### src/rtl/alu_ctrl_pkg.sv
// Purpose : shared opcode, funct and FSM-state constants plus the issue/writeback records.
// Latency : n/a (declarations only).
// Backpressure: n/a.
package alu_ctrl_pkg;

    // Opcodes understood by the external ALU
    localparam logic [3:0] OP_NONE = 4'b0000;
    localparam logic [3:0] OP_ADD  = 4'b0001;
    localparam logic [3:0] OP_SUB  = 4'b0010;
    localparam logic [3:0] OP_AND  = 4'b0011;
    localparam logic [3:0] OP_OR   = 4'b0100;
    localparam logic [3:0] OP_XOR  = 4'b0101;

    // R-type funct encodings accepted by the controller
    localparam logic [5:0] FUNCT_ADD = 6'h20;
    localparam logic [5:0] FUNCT_SUB = 6'h22;
    localparam logic [5:0] FUNCT_AND = 6'h24;
    localparam logic [5:0] FUNCT_OR  = 6'h25;
    localparam logic [5:0] FUNCT_XOR = 6'h26;

    // Issue FSM encoding
    localparam logic [1:0] ST_IDLE   = 2'd0;
    localparam logic [1:0] ST_DECODE = 2'd1;
    localparam logic [1:0] ST_EXEC   = 2'd2;
    localparam logic [1:0] ST_WB     = 2'd3;

    // Instruction captured at the input handshake
    typedef struct packed {
        logic [5:0]  funct;
        logic [31:0] rs;
        logic [31:0] rt;
        logic [4:0]  rd;
    } issue_t;

    // Writeback payload frozen at the EXEC->WB edge
    typedef struct packed {
        logic [4:0]  rd;
        logic [31:0] data;
        logic        zero;
        logic        ovf;
    } wb_t;

    // Signed overflow from operand/result sign bits; logical ops never overflow.
    function automatic logic signed_ovf(input logic [3:0]  op,
                                        input logic [31:0] a,
                                        input logic [31:0] b,
                                        input logic [31:0] r);
        logic ovf;
        case (op)
            OP_ADD:  ovf = (a[31] == b[31]) && (r[31] != a[31]);
            OP_SUB:  ovf = (a[31] != b[31]) && (r[31] != a[31]);
            default: ovf = 1'b0;
        endcase
        return ovf;
    endfunction

endpackage

### src/rtl/alu_funct_decoder.sv
// Purpose : maps an R-type funct field to an ALU opcode and flags unknown functs.
// Latency : combinational.
// Backpressure: none.
// Ports: funct_i (6b funct) -> op_o (4b ALU opcode, OP_NONE when illegal), illegal_o.
module alu_funct_decoder
    import alu_ctrl_pkg::*;
(
    input  logic [5:0] funct_i,
    output logic [3:0] op_o,
    output logic       illegal_o
);

    always_comb begin
        op_o      = OP_NONE;
        illegal_o = 1'b0;
        case (funct_i)
            FUNCT_ADD: op_o = OP_ADD;
            FUNCT_SUB: op_o = OP_SUB;
            FUNCT_AND: op_o = OP_AND;
            FUNCT_OR:  op_o = OP_OR;
            FUNCT_XOR: op_o = OP_XOR;
            default:   illegal_o = 1'b1;
        endcase
    end

endmodule

### src/rtl/alu_issue_ctrl.sv
// Purpose : single-issue controller sequencing one R-type op through an external ALU to writeback.
// Latency : accept in cycle N, wb_valid in N+3, next accept no earlier than N+4.
// Backpressure: one instruction in flight; in_ready low outside IDLE, WB holds until wb_ready.
// Ports: clk/rst_n (sync active-low); in_* issue handshake and operands; alu_* to/from the
//        external combinational ALU; wb_* writeback handshake and flags; err_illegal/err_ovf pulses.
// Config: define ALU_OVERFLOW_TRAP_EN to trap overflowing ops (no writeback, err_ovf pulse);
//         otherwise overflow is reported through wb_ovf and err_ovf is tied low.
module alu_issue_ctrl
    import alu_ctrl_pkg::*;
(
    input  logic        clk,
    input  logic        rst_n,
    input  logic        in_valid,
    output logic        in_ready,
    input  logic [5:0]  in_funct,
    input  logic [31:0] in_rs_val,
    input  logic [31:0] in_rt_val,
    input  logic [4:0]  in_rd,
    output logic [31:0] alu_a,
    output logic [31:0] alu_b,
    output logic [3:0]  alu_op,
    output logic [3:0]  alu_shamt,
    input  logic [31:0] alu_r,
    output logic        wb_valid,
    input  logic        wb_ready,
    output logic [4:0]  wb_rd,
    output logic [31:0] wb_data,
    output logic        wb_zero,
    output logic        wb_ovf,
    output logic        err_illegal,
    output logic        err_ovf
);

    logic [1:0] state_q, state_d;
    issue_t     instr_q;
    logic [3:0] op_q;
    wb_t        wb_q;

    logic [3:0] dec_op;
    logic       dec_illegal;
    logic       is_idle, is_decode, is_exec, is_wb;
    logic       accept;
    logic       exec_ovf;
    logic       rd_zero;

    alu_funct_decoder u_decoder (
        .funct_i   (instr_q.funct),
        .op_o      (dec_op),
        .illegal_o (dec_illegal)
    );

    assign is_idle   = (state_q == ST_IDLE);
    assign is_decode = (state_q == ST_DECODE);
    assign is_exec   = (state_q == ST_EXEC);
    assign is_wb     = (state_q == ST_WB);

    assign accept    = in_valid & in_ready;
    assign exec_ovf  = signed_ovf(op_q, instr_q.rs, instr_q.rt, alu_r);
    assign rd_zero   = (instr_q.rd == 5'd0);

    always_comb begin
        state_d = state_q;
        case (state_q)
            ST_IDLE:   if (accept) state_d = ST_DECODE;
            ST_DECODE: state_d = dec_illegal ? ST_IDLE : ST_EXEC;
`ifdef ALU_OVERFLOW_TRAP_EN
            ST_EXEC:   state_d = exec_ovf ? ST_IDLE : ST_WB;
`else
            ST_EXEC:   state_d = ST_WB;
`endif
            ST_WB:     if (wb_ready) state_d = ST_IDLE;
            default:   state_d = ST_IDLE;
        endcase
    end

    always_ff @(posedge clk) begin
        if (!rst_n) begin
            state_q <= ST_IDLE;
            instr_q <= '0;
            op_q    <= OP_NONE;
            wb_q    <= '0;
        end else begin
            state_q <= state_d;
            if (accept) begin
                instr_q.funct <= in_funct;
                instr_q.rs    <= in_rs_val;
                instr_q.rt    <= in_rt_val;
                instr_q.rd    <= in_rd;
            end
            if (is_decode) begin
                op_q <= dec_op;
            end
            // alu_r is sampled here, at the EXEC->WB edge; r0 writes read back as zero.
            if (is_exec) begin
                wb_q.rd   <= instr_q.rd;
                wb_q.data <= rd_zero ? 32'd0 : alu_r;
                wb_q.zero <= rd_zero | (alu_r == 32'd0);
                wb_q.ovf  <= exec_ovf;
            end
        end
    end

    // in_ready is masked by rst_n so it stays low while reset is held.
    assign in_ready    = is_idle & rst_n;

    // ALU operands are only presented during EXEC, zero elsewhere.
    assign alu_a       = is_exec ? instr_q.rs : 32'd0;
    assign alu_b       = is_exec ? instr_q.rt : 32'd0;
    assign alu_op      = is_exec ? op_q : OP_NONE;
    assign alu_shamt   = 4'd0;

    assign wb_valid    = is_wb;
    assign wb_rd       = is_wb ? wb_q.rd   : 5'd0;
    assign wb_data     = is_wb ? wb_q.data : 32'd0;
    assign wb_zero     = is_wb & wb_q.zero;
    assign wb_ovf      = is_wb & wb_q.ovf;

    assign err_illegal = is_decode & dec_illegal;
`ifdef ALU_OVERFLOW_TRAP_EN
    assign err_ovf     = is_exec & exec_ovf;
`else
    assign err_ovf     = 1'b0;
`endif

endmodule

### config.mk
export PLATFORM = sky130hd
export DESIGN_NAME = alu_issue_ctrl
export DESIGN_NICKNAME = d
export VERILOG_FILES = /design/src/rtl/alu_ctrl_pkg.sv /design/src/rtl/alu_funct_decoder.sv /design/src/rtl/alu_issue_ctrl.sv
export SDC_FILE = /design/constraint.sdc
export NUM_CORES = 1
export LEC_CHECK = 0
export BUFFER_PORTS_ARGS = -buffer_cell sky130_fd_sc_hd__clkbuf_2
export CAP_MARGIN = 5
export CORE_MARGIN = 2
export CORE_UTILIZATION = 53
export DETAILED_ROUTE_END_ITERATION = 7
export GPL_TIMING_DRIVEN = 1
export PLACE_DENSITY = 0.95
export SYNTH_ARGS = -nofsm -noshare
export SYNTH_HDL_FRONTEND = slang
export SYNTH_SLANG_ARGS = --single-unit
### constraint.sdc
create_clock -name clk -period 3.5 [get_ports clk]
set_input_delay 0.35 -clock clk [delete_from_list [all_inputs] [get_ports clk]]
set_output_delay 0.35 -clock clk [all_outputs]
set_load 0.02 [all_outputs]
==> reports/results.tsv <==
metric	value	unit
Critical Path RT	3.15	ns
number of global-route vias before repair	4801	
Synth-to-Final Area Change	27.2	%
Worst Setup Path Type	register to primary output	
Starting DRT DRC Count	341	
simple-gate share of the synthesized area	0.318	
H-Tree Depth	4	
mean post-synth cell area	8.93	µm²
max-cap violation count	0	
global placer's final weighted congestion	0.802	
compound-gate portion of the synthesized area	0.199	
postcts setup bufs	0	
largest family of logic cells by synthesized area	simple AND/OR/NAND/NOR gates	
die area	11700	µm²
Max Clock Freq	384	MHz
mux cell area share after synthesis	0	
Longest Clk Path Bufs	2	
CTS Root Cell	clkbuf_8	
Switch Pwr	0.798	mW
initial antenna violation count	0	
XOR/XNOR share of the synthesized area	0.00152	
Initial Util	0.538	
first-pass GRT wire length	21700	µm
worst-case vdd ir drop	0.000332	V
clk_lat worst skew	0.49	ns
IO Count	226	
Startpoint Class	register	
asr flop ratio synth	0	
Die Y	108	µm
core box area	10700	µm²
Slew HR	0.349	
synthesized flop and latch total	119	
antenna violation net count after detailed routing	0	
Gate Count Post-Synth	644	
Lkg Pwr	3.22	nW
register area share after synthesis	0.414	
row cnt	38	
worst-path fanout max	73	
CP most frequent cell	buf_4	
clock-pin slew on the worst setup and hold paths	0.06	ns
drt pass-1 iters	4	
Final setup viols	0	
Die Span X	108	µm
Comb power frac	0.080	
CTS resizes	0	
Int Pwr	2.55	mW
CTS buffer count	17	
commonest register cell after synthesis	dfxtp_1	
yosys warns	0	
placed cell count	956	
setup TNS	0	ns
sequential power share	0.424	
crit path cell chain	buf_4, nor2b_4, buf_4, and2_1, clkbuf_2	
Mapped Area	5750	µm²
adder-cell share of the synthesized area	0	
period utilization	0.744	
RSZ-0062 raised after global routing	false	
most common cell after layout, fill and taps aside	clkbuf_2	
largest net degree at the start of global routing	121	
CP arrival	2.26	ns
Nets	946	
detailed-route via count	5025	
status	finished, final reports clean	
Net Sw Frac	0.238	
drt total wl	13900	µm
HP Class	input pin to register	
post-synth cell types	35	
# DRC	0	
Final min period	2.61	ns
Total Routing Usage GR	0.232	
CTS tree	done	
share of layout cells above drive strength 1	0.432	
Inserted Diodes	0	
CP max stage cell	buf_4	
gr ovfl total	0	
Final Hold Vio Count	0	
Post-synth EDFFs	0	
Final Max Slew Viols	0	
clock sinks	119	
CP Capture Type	primary output	
via/cell ratio	5.09	
fin cells	988	
Cell Pwr Density	458	nW/µm²
Crit path largest cell delay	0.48	ns
DP HPWL	9390	µm
Fill cells	903	
Clock power frac	0.496	
Worst Max-Slew Pin Slew	0.976	ns
most frequent cells in the layout	clkbuf_2 (218), dfxtp_1 (119), nand2_1 (113)	
Routed WL per cell	14.0	µm
Clock Skew	0.0129	ns
Post-CTS Hold Buffers	0	
Util after Layout	0.684	
IO buf count	219	
cell usage after synthesis, drive strengths merged, types with 2 or more instances:
| cell | instances | share of area |
|---|---|---|
| nand2 | 164 | 0.13 |
| dfxtp | 119 | 0.41 |
| a21boi | 84 | 0.14 |
| and2 | 69 | 0.075 |
| nor2b | 40 | 0.044 |
| and3 | 39 | 0.042 |
| a22oi | 33 | 0.043 |
| clkbuf | 32 | 0.021 |
| buf | 28 | 0.046 |
| nor4 | 8 | 0.0087 |
| a21oi | 4 | 0.0041 |
| nand2b | 4 | 0.0057 |
| nor2 | 4 | 0.0026 |
| nand3 | 2 | 0.0017 |
| nand4 | 2 | 0.0022 |
| nor3b | 2 | 0.0046 |
metrics by stage:
stage	power, mW	setup slack, ns	instance area (µm²)	hold WS (ns)
4_1_cts	3.38	0.846	7320	0.0420
3_5_place_dp	1.72	1.37	6740	0.454
2_1_floorplan	1.63	1.94	5770	0.439
3_3_place_gp	1.71	1.46	6740	0.448
5_1_grt	3.50	0.709	7320	0.0405
6_report	3.35	0.895	7320	0.0675
cell families (layout without fill, tap and decap cells):
group	Yosys count	in the layout
other	1	6
AO/OA/AOI/OAI	127	127
flip-flops	119	119
buffers and inverters	60	259
XOR/XNOR	1	1
AND/OR/NAND/NOR	336	336
registers in the layout, indices dropped and copies added (netlist names), named ones only:
name     flops
instr_q     75
wb_q        39
op_q         3
state_q      1
layer usage:
layer	track usage	part of all wire
met4	0.0833	0.014
met2	0.399	0.50
met1	0.274	0.43
met3	0.0705	0.058
met5	0	0
worst max-delay path: cells and delay by family, from the launching register on:
family	cells	cell delay, ns
buf+inv	3	0.96
simple gates	2	0.37
flops	1	0.42
final cells by class:
| cell class | instances | area [µm²] | area share |
|---|---|---|---|
| Clock buffer | 18 | 428 | 0.0585 |
| Clock inverter | 14 | 150 | 0.0205 |
| Multi-Input combinational cell | 470 | 3010 | 0.412 |
| Sequential cell | 119 | 2380 | 0.326 |
| Tap cell | 140 | 175 | 0.0239 |
| Timing Repair Buffer | 227 | 1170 | 0.160 |
worst paths after layout:
| check | startpoint | endpoint | slack (ns) | cells past startpoint |
|---|---|---|---|---|
| worst max-delay path | state_q[0] | alu_op[2] | 0.89 | 5 |
| worst min-delay path | in_rs_val[27] | instr_q[64] | 0.07 | 3 |
| worst max register to register | state_q[0] | wb_q[25] | 1.34 | 6 |
| worst min register to register | instr_q[33] | instr_q[33] | 0.46 | 2 |
power groups by stage:
| stage | Sequential [mW] | Clock, mW | Combinational [mW] |
|---|---|---|---|
| CTS | 1.42 | 1.69 | 0.269 |
| global route | 1.43 | 1.78 | 0.295 |
| floorplan | 1.44 | 0 | 0.188 |
| finish | 1.42 | 1.66 | 0.268 |
| detailed placement | 1.45 | 0 | 0.268 |
| global placement | 1.45 | 0 | 0.262 |
(Power assumes the default switching activity.)
